File: src/rtl/ms_timeout_timer.sv
// rtl/ms_timeout_timer.sv - millisecond timeout timer driven by the sideband ms divider
//
// Purpose: detects rising edges of the divided ms_clk in the sb_clk domain and
// counts whole milliseconds after a start request. When the elapsed count
// reaches the sampled timeout it raises a one-cycle timeout pulse and a sticky
// expired flag.
//
// Build option: MS_TIMER_AUTO_RELOAD_EN selects periodic mode. On expiry the
// count returns to 0 and the timer keeps running. A timeout of 0 is still
// one-shot. Without the macro the timer is one-shot.
//
// Ports:
//   sb_clk      sideband clock, all logic on the rising edge
//   rst         asynchronous active-high reset
//   ms_clk      divided ms clock, a register output in the sb_clk domain
//   start       pulse: sample timeout_val, clear elapsed, arm
//   stop        pulse: abort, clear expired, go idle
//   timeout_val timeout in ms, sampled only with start
//   busy        high while counting
//   timeout     one-cycle pulse on expiry
//   expired     sticky expiry flag
//   elapsed     ms ticks counted since the last start
module ms_timeout_timer #(
  parameter int CNT_W = 8
) (
  input  logic             sb_clk,
  input  logic             rst,
  input  logic             ms_clk,
  input  logic             start,
  input  logic             stop,
  input  logic [CNT_W-1:0] timeout_val,
  output logic             busy,
  output logic             timeout,
  output logic             expired,
  output logic [CNT_W-1:0] elapsed
);

`ifdef MS_TIMER_AUTO_RELOAD_EN
  localparam bit AUTO_RELOAD = 1'b1;
`else
  localparam bit AUTO_RELOAD = 1'b0;
`endif

  typedef enum logic [1:0] {
    IDLE = 2'd0,
    RUN  = 2'd1,
    DONE = 2'd2
  } state_t;

  state_t           state;
  state_t           state_nxt;
  logic             ms_clk_d;
  logic             tick;
  logic [CNT_W-1:0] target;
  logic [CNT_W-1:0] target_nxt;
  logic [CNT_W-1:0] elapsed_nxt;
  logic [CNT_W-1:0] elapsed_inc;
  logic             timeout_nxt;
  logic             expired_nxt;

  // ms_clk already comes from a register in this domain, so one delay stage
  // is enough for edge detection.
  assign tick        = ms_clk & ~ms_clk_d;
  assign elapsed_inc = elapsed + 1'b1;
  assign busy        = (state == RUN);

  always_ff @(posedge sb_clk or posedge rst) begin
    if (rst) begin
      state    <= IDLE;
      ms_clk_d <= 1'b0;
      target   <= '0;
      elapsed  <= '0;
      timeout  <= 1'b0;
      expired  <= 1'b0;
    end else begin
      state    <= state_nxt;
      ms_clk_d <= ms_clk;
      target   <= target_nxt;
      elapsed  <= elapsed_nxt;
      timeout  <= timeout_nxt;
      expired  <= expired_nxt;
    end
  end

  // stop beats start, and start beats tick. A tick that coincides with a
  // restart is dropped because start clears the count.
  always_comb begin
    state_nxt   = state;
    target_nxt  = target;
    elapsed_nxt = elapsed;
    timeout_nxt = 1'b0;
    expired_nxt = expired;

    if (stop) begin
      state_nxt   = IDLE;
      expired_nxt = 1'b0;
    end else if (start) begin
      state_nxt   = RUN;
      target_nxt  = timeout_val;
      elapsed_nxt = '0;
      expired_nxt = 1'b0;
    end else begin
      case (state)
        RUN: begin
          if (target == '0) begin
            // A zero timeout expires on the first cycle of RUN without
            // waiting for a tick. It is one-shot even in periodic mode.
            timeout_nxt = 1'b1;
            expired_nxt = 1'b1;
            state_nxt   = DONE;
          end else if (tick) begin
            elapsed_nxt = elapsed_inc;
            if (elapsed_inc == target) begin
              timeout_nxt = 1'b1;
              expired_nxt = 1'b1;
              if (AUTO_RELOAD) begin
                elapsed_nxt = '0;
              end else begin
                state_nxt = DONE;
              end
            end
          end
        end
        default: begin
        end
      endcase
    end
  end

endmodule

File: config.mk
export PLATFORM = sky130hd
export DESIGN_NAME = ms_timeout_timer
export DESIGN_NICKNAME = d
export VERILOG_FILES = /design/src/rtl/ms_timeout_timer.sv
export SDC_FILE = /design/constraint.sdc
export NUM_CORES = 1
export LEC_CHECK = 0
export ABC_CLOCK_PERIOD_IN_PS = 3700
export BUFFER_PORTS_ARGS = -buffer_cell sky130_fd_sc_hd__buf_2
export CORE_ASPECT_RATIO = 0.9
export CORE_UTILIZATION = 45
export DETAILED_ROUTE_END_ITERATION = 16
export PLACE_DENSITY = 0.68
export SLEW_MARGIN = 15
export SYNTH_ARGS = -nofsm -noshare
export SYNTH_HDL_FRONTEND = slang
export SYNTH_SLANG_ARGS = --single-unit
File: constraint.sdc
create_clock -name sb_clk -period 3.7 [get_ports sb_clk]
set_input_delay 0.74 -clock sb_clk [delete_from_list [all_inputs] [get_ports sb_clk]]
set_output_delay 0.74 -clock sb_clk [all_outputs]
set_load 0.02 [all_outputs]
### Word level (Yosys, flattened, before mapping)

Index checks and enable logic that the tools add are counted.

* register bits after elaboration: 21
* input port bits: 13
* output and inout bits: 11

* add/subtract/negate cells: 1
* equality and inequality tests: 3
* multiplexer cells: 22
* bitwise operators: 3
* reduce and logical (&&, ||, !) cells: 9

Operators with widths (number)
* 8-bit two-way mux: 4
* 1-bit two-way mux: 12
* 2-bit two-way mux: 6
* 8-bit by 1-bit adder with 8-bit output, second input constant: 1
* 8-bit equality test: 1
* 8-bit zero test: 1
* 4-bit nonzero test: 2
* 4-bit AND reduction: 1
* 2-bit nonzero test: 2
* 3-bit AND reduction: 1
* 3-bit nonzero test: 1
* 2-bit by 1-bit equality test with 1-bit output, second input constant: 1
* 2-bit != test, second input constant: 1
* 1-bit inverter: 2
* 2-bit AND reduction: 1
* 1-bit bitwise AND: 1

### Longest topological paths before layout

* word-level depth: 8
* mapped depth: 6
* mapped depth without buffers: 6

### Worst setup path after synthesis

No wires, ideal clock.

* path kind: flip-flop to flip-flop
* start point: reg elapsed[0]
* end point: reg state[0]
* library setup time: 0.124 ns
* data arrival time: 1.726 ns
* data required time: 3.576 ns
* setup slack: 1.850 ns
* stages on the path, launching flop included: 7
* path buffers: 0
* period minus slack after synthesis: 1.850 ns
* cells stage by stage: dfrtp_1 ha_1 xnor3_1 nand4b_1 nor3_2 nand4_1 o31a_1

* longest elaborated chain between the ends: 4

RTL lines
* start: declaration: line 35 `output logic [CNT_W-1:0] elapsed`
* start signal: assignment: line 79 `elapsed <= elapsed_nxt;`
* 8-bit by 1-bit adder with 8-bit output: line 64 `assign elapsed_inc = elapsed + 1'b1;`
* 8-bit equality test: line 113 `if (elapsed_inc == target) begin`
* 4-bit nonzero test (no source line)
* 3-bit AND reduction (no source line)
* end signal: assignment: line 76 `state <= state_nxt;`
* end: declaration: line 50 `state_t state;`

No other way between the ends.
A chain may end at the register's enable or synchronous reset.

### Final worst setup path

Ends and elaborated chain as after synthesis.

==> impl_metrics.tcl <==
set metrics [dict create \
    boundaryPins 24 \
    gp_congestion 0.838 \
    slowest_delay_ns 0.50 \
    cp-end-kind "flip-flop" \
    postRouteAntennaNets 0 \
    hold_buffers 0 \
    clock_sinks 20 \
    switching_share_pct 26.7 \
    synthArstFlopShare_pct 100 \
    post-synth-top-count-cell "dfrtp_1" \
    avgSynthCellArea_um2 10.3 \
    hold_viol 0 \
    vias 899 \
    p_clk_share_pct 23.8 \
    drt-wirelength-per-cell_um 13.8 \
    synth_ff_type "dfrtp_1" \
    n_antenna_cell 0 \
    grt_pass1_vias 840 \
    power.static_leakage_nw 0.580 \
    drive_gt1_share_pct 32.1 \
    drt-total-wl_um 2220 \
    comb_power_share_pct 16.6 \
    die_h_um 49.9 \
    setup_viol 0 \
    fmax_ghz 0.507 \
    clk_latency_ns 0.30 \
    synth_edf_count 0 \
    portBuffers 23 \
    critPathBufInv 0 \
    p_int_w 0.000308 \
    grt-ovfl-total 0 \
    maxCapViolCount 0 \
    yosys.area.top_type "dfrtp_1" \
    finalSetupTns_ns 0 \
    synth_top_area_share_pct 43.6 \
    routed_via_density 5.58 \
    slew_violations 0 \
    fp.dieW_um 55.3 \
    cts_tree "built" \
    synth_area_mm2 0.00115 \
    tightest_slew_ns 0.756 \
    yosysUniqueCellTypes 37 \
    crit_chain "ha_1 -> xnor3_1 -> nand4b_1 -> nor3_2 -> nand4_1 -> o31a_1" \
    syn2layout_area_growth_pct 13.4 \
    drc 0 \
    yosys_warnings 0 \
    coreArea_mm2 0.00228 \
    fin_crit_ns 1.97 \
    final.period_utilization_pct 53.3 \
    row_count 16 \
    h-tree-depth 1 \
    synth_seq_cells 20 \
    drtIter0Drc 12 \
    yosysSeqAreaShare_pct 43.6 \
    rsz0062_at_grt "no" \
    pwr-share-seq_pct 59.7 \
    arrival_ns 2.17 \
    power.switching_w 0.000112 \
    synthTopCellsByArea "dfrtp_1 (44%), mux2_2 (8.8%), xnor2_1 (3.8%)" \
    required_ns 3.90 \
    post_cts_buffers 0 \
    crit_path_start_kind "flip-flop" \
    clock_path_buffers 2 \
    cts_buffers 3 \
    syn_inst 111 \
    ir_drop_v 0.000306 \
    dp_hpwl_um 1710 \
    grt_max_degree 21 \
    total_power_w 0.000420 \
    grt_pass1_wl_um 3820 \
    synth.top_cells.by_count "dfrtp_1 (20), mux2_2 (9), nand2_1 (9), a21oi_1 (8), nor2_1 (7)" \
    cp_slowest_cell "dfrtp_1" \
    dr.pass1.iters 4 \
    synth_nets 125 \
    clk_pin_slew_ns 0.11 \
    die_area_mm2 0.00276 \
    slew_headroom_pct 49.5 \
    worst-path-max-fanout 7 \
    status "finished, final reports clean" \
    path_class "reg2reg" \
    finClkSkew_ns 0.00968 \
    nets 150 \
    crit_family "flip-flops" \
    initial_core_util_pct 50.3 \
    cts-root-buf "clkbuf_4" \
    cts_resized 0 \
    antenna_found_initial 0 \
    p_per_area_mw_per_mm2 323 \
    hold_class "in2async" \
    grtUsageTotal_pct 17.8 \
]
## area by class of cell
| class | instances | area (µm²) |
|---|---|---|
| well taps | 27 | 33.8 |
| repair buffers | 23 | 115 |
| clock buffers | 3 | 22.5 |
| fillers | 218 | 980 |
| flip-flops and latches | 20 | 500 |
| multi-input cells | 84 | 616 |
| inverters | 4 | 15.0 |
## per-stage QoR
stage | std cells | cell area [µm²] | hold slack (ns) | utilization [%] | setup WS [ns]
final | 161 | 1300 | 0.554 | 57.1 | 1.73
after global routing | 161 | 1300 | 0.569 | 57.1 | 1.60
after CTS | 161 | 1300 | 0.565 | 57.1 | 1.74
after detailed placement | 158 | 1280 | 0.545 | 56.1 | 1.70
after global placement | 158 | 1280 | 0.538 | 56.1 | 1.73
after floorplan | 111 | 1150 | 0.516 | - | 1.85
## kinds of logic after synthesis
logic type | count (synthesis) | synth area share, %
multiplexers | 9 | 8.82
AO/OA/AOI/OAI | 25 | 13.7
adder cells (fa/ha/maj) | 1 | 1.09
buffers and inverters | 7 | 2.83
flip-flops | 20 | 43.6
XOR/XNOR | 9 | 8.71
AND/OR/NAND/NOR | 40 | 21.2
## worst paths after layout
kind,start,endpoint,slack (ns),depth (start not counted)
min in group sb_clk,target[2],target[2],0.56,1
hold reg to reg,target[2],target[2],0.56,1
setup / recovery,elapsed[0],state[0],1.73,6
setup reg to reg,elapsed[0],state[0],1.73,6
max in group asynchronous,rst,target[2],2.66,2
hold / removal,rst,elapsed[6],0.55,2
## flip-flops by register name, indices dropped and copies added (netlist names)
| name | flops |
|---|---|
| expired | 1 |
| timeout | 1 |
| elapsed | 8 |
| target | 8 |
| state | 1 |
| ms_clk_d | 1 |
## power groups by stage
stage	Sequential (W)	Clock, W	Combinational (W)
CTS	0.000251	0.000103	0.0000708
finish	0.000251	0.0000999	0.0000696
global placement	0.000254	0	0.0000687
detailed placement	0.000255	0	0.0000704
floorplan	0.000251	0	0.0000526
global route	0.000253	0.000114	0.0000789
## routing by layer
layer	share of wire, %	GRT usage, %	up-vias
met5	0	0	-
met4	0.45	2.50	0
met3	5.1	5.51	2
met2	45	28.9	22
met1	50	24.0	422
li1	-	-	453
## placed cells by master (no fill, tap or decap), types with 2 or more instances in the layout
cell type  netlist  routed
dfrtp_1         20      20
clkbuf_4         0       3
buf_2            2      23
inv_1            4       4
and3_1           2       2
nand2_1          9       9
nand4_1          2       2
nor2b_1          4       4
xor2_1           2       2
mux2_2           9       9
o21ai_0          5       5
a31oi_1          5       5
nor3_1           2       2
a22o_1           2       2
a21oi_1          8       8
xnor2_1          5       5
nor4_1           2       2
or2_2            2       2
nor2_1           7       7
No activity file was read; power rests on OpenSTA's default activity.
